`config.mk`:
```
export PLATFORM = sky130hd
export DESIGN_NAME = spike_encoder
export DESIGN_NICKNAME = d
export VERILOG_FILES = /design/src/rtl/spike_encoder.sv
export SDC_FILE = /design/constraint.sdc
export NUM_CORES = 1
export LEC_CHECK = 0
export ABC_AREA = 1
export CORE_MARGIN = 1
export CORE_UTILIZATION = 50
export CTS_CLUSTER_DIAMETER = 40
export DETAILED_ROUTE_END_ITERATION = 8
export PLACE_DENSITY = 0.75
export SETUP_SLACK_MARGIN = 0.4
export SYNTH_ARGS = -nofsm -noshare
export SYNTH_HDL_FRONTEND = slang
export SYNTH_SLANG_ARGS = --single-unit
```
`constraint.sdc`:
```
create_clock -name Clk -period 2.65 [get_ports Clk]
set_clock_uncertainty 0.05 [all_clocks]
set_input_delay 0.6625 -clock Clk [delete_from_list [all_inputs] [get_ports Clk]]
set_output_delay 0.6625 -clock Clk [all_outputs]
set_load 0.05 [all_outputs]
```
`src/rtl/spike_encoder.sv`:
```
// spike_encoder: rate-coding spike source feeding a neuron's SpikeIn.
// Each channel keeps a programmable rate and a phase accumulator; the
// carry out of the accumulator add is the spike. Rates are loaded at
// runtime over a valid/ready port.
//
// Ports:
//   Clk, Rst          clock (rising edge), async active-low reset
//   SourceAddr        neuron address; low CH_W bits select the channel
//   Enable            run encoding
//   LoadValid/Ready   rate load handshake (LoadReady is combinational)
//   LoadAddr/Rate     channel and rate to load
//   SpikeData         SPIKE_VAL on a spike, else 0 (registered)
//   SpikeValid        SpikeData reflects an accumulation (registered)
//   SpikeCount        saturating total of emitted spikes (registered)
module spike_encoder #(
  parameter int unsigned CHANNELS  = 8,
  parameter int unsigned CH_W      = 3,
  parameter int unsigned RATE_W    = 8,
  parameter int unsigned SPIKE_VAL = 1
) (
  input  logic              Clk,
  input  logic              Rst,
  input  logic [31:0]       SourceAddr,
  input  logic              Enable,
  input  logic              LoadValid,
  output logic              LoadReady,
  input  logic [CH_W-1:0]   LoadAddr,
  input  logic [RATE_W-1:0] LoadRate,
  output logic [31:0]       SpikeData,
  output logic              SpikeValid,
  output logic [15:0]       SpikeCount
);

  localparam int unsigned SUM_W = RATE_W + 1;

  typedef enum logic [1:0] {
    IDLE = 2'd0,
    RUN  = 2'd1,
    LOAD = 2'd2
  } state_t;

  state_t state, state_next;

  logic [RATE_W-1:0] rate_q [CHANNELS];
  logic [RATE_W-1:0] acc_q  [CHANNELS];

  logic [CH_W-1:0]  ch_c;
  logic             handshake_c;
  logic             accum_c;
  logic             collide_c;
  logic [SUM_W-1:0] sum_c;
  logic             spike_c;
  logic             addr_unused_c;

  // Only the low address bits pick a channel; upper bits wrap freely.
  assign ch_c          = SourceAddr[CH_W-1:0];
  assign addr_unused_c = ^SourceAddr[31:CH_W];

  // Handshake and accumulation qualifiers.
  always_comb begin
    LoadReady   = (state != LOAD);
    handshake_c = LoadValid && LoadReady;
    accum_c     = (state == RUN) && Enable;
    collide_c   = handshake_c && (LoadAddr == ch_c);
    sum_c       = SUM_W'(acc_q[ch_c]) + SUM_W'(rate_q[ch_c]);
    // A load on the visited channel wins and suppresses this cycle's spike.
    spike_c     = accum_c && sum_c[RATE_W] && !collide_c;
  end

  // Next-state logic.
  always_comb begin
    state_next = state;
    case (state)
      IDLE: begin
        if (handshake_c)  state_next = LOAD;
        else if (Enable)  state_next = RUN;
      end
      RUN: begin
        if (handshake_c)  state_next = LOAD;
        else if (!Enable) state_next = IDLE;
      end
      LOAD: begin
        state_next = Enable ? RUN : IDLE;
      end
      default: state_next = IDLE;
    endcase
  end

  // State register.
  always_ff @(posedge Clk or negedge Rst) begin
    if (!Rst) state <= IDLE;
    else      state <= state_next;
  end

  // Per-channel rate and accumulator storage.
  always_ff @(posedge Clk or negedge Rst) begin
    if (!Rst) begin
      for (int i = 0; i < int'(CHANNELS); i++) begin
        rate_q[i] <= '0;
        acc_q[i]  <= '0;
      end
    end else begin
      if (accum_c && !collide_c) acc_q[ch_c] <= sum_c[RATE_W-1:0];
      if (handshake_c) begin
        rate_q[LoadAddr] <= LoadRate;
        acc_q[LoadAddr]  <= '0;
      end
    end
  end

  // Registered spike outputs and saturating spike counter.
  always_ff @(posedge Clk or negedge Rst) begin
    if (!Rst) begin
      SpikeData  <= '0;
      SpikeValid <= 1'b0;
      SpikeCount <= '0;
    end else begin
      SpikeData  <= spike_c ? 32'(SPIKE_VAL) : 32'd0;
      SpikeValid <= accum_c;
      if (spike_c && (SpikeCount != 16'hFFFF)) SpikeCount <= SpikeCount + 16'd1;
    end
  end

endmodule
```
==> results.toml <==
[outcome]
status = "complete, but fails checks"
violations = "negative setup slack"

[synth]
synth_cell_type_count = 32
synth_compound_area_share_pct = 8.21
muxShareOfSynthArea_pct = 0
syn_inst = 1091
yosys.area_share.simple_pct = 30.9
syn_avg_cell_area_sq_um = 7.33
synth-seq-cells = 148
ys.flop_type = "dfrtp_1"
synth_area_sq_um = 8000
synth_edf_count = 0
yosys_warnings = 0
synthArstFlopShare_pct = 100
seq_area_frac_synth_pct = 46.3
synth_top_family_by_area = "simple AND/OR/NAND/NOR gates"
synthXorXnorAreaFrac_pct = 0.986
synthAdderAreaFrac_pct = 1.66

[drt]
drtIter0Drc = 827
vias = 8268
dr.pass1.iters = 6
drc_errors = 0
ant_nets = 0
drt-total-wl_um = 27800
via_per_inst = 5.67
routedWlPerCell_um = 19.1

[setup_path]
crit_required_ps = 2920
reg2reg_depth = 16
critPathLaunchType = "input pin"
timing.critical_path.to = "SpikeCount[7]"
critPathCaptureType = "register"
crit_family = "simple AND/OR/NAND/NOR gates"
rrSetupSlack_ps = 30
crit_path_max_incr_delay_ps = 420
r2r-end = "SpikeCount[7]"
r2r_start = "acc_q[32]"
crit_path_start = "SourceAddr[0]"
critPathMaxFanout = 10
critPathSlowestCell = "fa_2"
crit_path_cell_trace = "buf_4 > clkinvlp_4 > buf_6 > nand3_4 > inv_8 > a22oi_2 > nand4_1 > ha_2 > fa_2 > nand2_4 > nand2_4 > nand2_2 > nor2_2 > nor2_2 > nor2_4 > buf_12 > buf_16 > nand3_1 > nand2_1"
worst_ep_arrival_time_ps = 3160
worst-setup-path-type = "in2reg"
critical_path_depth = 19
critPathBufInv = 6

[sta]
fmaxAchievable_ghz = 0.346
period_share_pct = 109
fin_ws_ps = -239
rsz0062_at_grt = "true"
finalHoldViolCount = 0
tightest_slew_ps = 524
fin_crit_ps = 2890
slew_viol_final = 0
max_slew_margin_pct = 65.1
timing.setup.tns_ps = -8440
finalSetupViolCount = 65

[placement]
dp_slack_ps = -989
place_hpwl_um = 15100
place_congestion = 0.899
port_buffers = 36

[layout]
final_nets = 1290
layout-drive-gt1-share_pct = 25.0
synthToLayoutAreaGrowth_pct = 38.2
antennaDiodeCount = 0

[grt]
grt_first_pass_wirelength_um = 40600
grt_pass1_vias = 7803
grt_max_degree = 55
grt.overflow.total = 0
antenna_found_initial = 0
track_usage_pct = 32.7

[floorplan]
die_area_sq_um = 16500
die_height_um = 128
start_util_pct = 51.8
core.rowCount = 45
core_area_sq_um = 15400
die_w_um = 128
io_pins = 97

[clock_network]
htree_num_levels = 4
cts_buffer_depth = 2
root_buffer = "clkbuf_16"
hold_buffers = 0
cts_buffers = 17
clock_sinks = 148
cts_tree = "yes"
worst_skew_pair.late_latency_ps = 430
clk_pin_slew_ps = 60

[power_and_ir_drop]
p_seq_share_pct = 34.9
powerDensity_nw_per_um2 = 789
p_switching_uw = 3250
internal-power_uw = 5470
pwr-share-clk_pct = 28.6
cellLeakagePower_uw = 0.00572
sw_frac_of_total_pct = 37.3
peakVddDrop_mv = 0.606
total_power_uw = 8720
p_comb_share_pct = 36.5

[hold_path]
hold_path_class = "in2async"

[job]
maxCapViolations = 0
cell type report:
cell class | count | area, sq um
Fill cell | 1108 | 4370
Multi-Input combinational cell | 773 | 4230
Sequential cell | 148 | 3700
Timing Repair Buffer | 159 | 1690
Inverter | 133 | 542
Clock buffer | 20 | 467
Tap cell | 211 | 264
Clock inverter | 12 | 144
Timing Repair inverter | 1 | 11.3
how the worst min path moves through the flow:
stage,endpoint,slack [ps],from
3_3_place_gp,state[0],400,state[0]
4_1_cts,acc_q[41],150,Rst
6_report,acc_q[41],130,Rst
2_1_floorplan,SpikeCount[0],320,Rst
5_1_grt,acc_q[41],160,Rst
3_5_place_dp,state[0],400,state[0]
cell usage after synthesis, types with 2 or more instances:
cell / instances / area [sq um]
ha_1: 9 / 113
a21oi_1: 15 / 75.1
clkbuf_1: 2 / 7.51
nand4_1: 35 / 219
nor2_1: 155 / 582
nand2_1: 358 / 1340
nand3_1: 47 / 235
dfrtp_1: 148 / 3700
inv_1: 130 / 488
inv_2: 2 / 7.51
a22oi_1: 14 / 105
xor2_1: 5 / 43.8
o22ai_1: 20 / 125
buf_6: 2 / 22.5
buf_2: 27 / 135
o21ai_0: 67 / 335
xnor2_1: 4 / 35.0
buf_4: 37 / 278
cell families after synthesis:
group                      after synthesis
adders and majority gates               10
AOI/OAI and AO/OA                      118
and+or+nand+nor                        603
other                                    1
buffers and inverters                  202
DFF                                    148
xor gates and xnor gates                 9
power by group through the flow:
stage	clock network, uW	registers, uW	logic, uW
floorplan	0	3030	1420
global placement	0	3030	2060
detailed placement	0	3050	2100
CTS	2490	3020	2650
global route	2580	3090	3420
finish	2490	3050	3180
what timing repair did:
| action | 4_1_cts | 5_1_grt |
|---|---|---|
| gates cloned | 4 | 1 |
| pin swaps | 90 | 64 |
| endpoints found under the setup margin | 99 | 78 |
| setup buffers | 34 | 8 |
| gates resized for setup | 156 | 85 |
stage by stage:
stage,area (sq um),instances,utilization (%),hold WS (ps)
finish,11100,1457,71.7,134
detailed placement,9220,1378,59.8,404
floorplan,8260,1121,-,317
CTS,10600,1448,69.0,147
global placement,9220,1378,59.8,398
global route,11100,1457,71.7,165
cells in the final DEF, fill, tap and decap left out, drive strengths merged:
master         synthesis  final
a211oi                 1      1
a21oi                 15     15
a22oi                 14     14
and2                   1      1
buf                   67    127
bufinv                 0      2
clkbuf                 2     20
clkdlybuf4s15          0      2
clkdlybuf4s50          0     13
clkinv                 1      5
clkinvlp               0      4
conb                   1     31
dfrtp                148    148
dlygate4sd2            0     16
dlymetal6s2s           0      1
fa                     1      1
ha                     9      9
inv                  132    135
nand2                359    359
nand3                 49     50
nand4                 36     37
nor2                 156    156
nor3                   1      1
o21ai                 67     67
o22ai                 20     20
o2bb2ai                1      1
or2                    1      1
xnor2                  4      4
xor2                   5      5
sequential cells by signal, indices dropped and copies added, names as in the netlist:
register	count
SpikeData	1
acc_q	64
SpikeCount	16
SpikeValid	1
rate_q	64
state	2
routing by layer:
metal  vias up  track usage, %  part of all wire [%]
li1       3656               -                     -
met1      3917            40.0                    37
met2       528            52.1                    47
met3       167            8.36                   9.6
met4         0            19.9                   6.6
met5         -               0                     0
(Power assumes the default switching activity.)
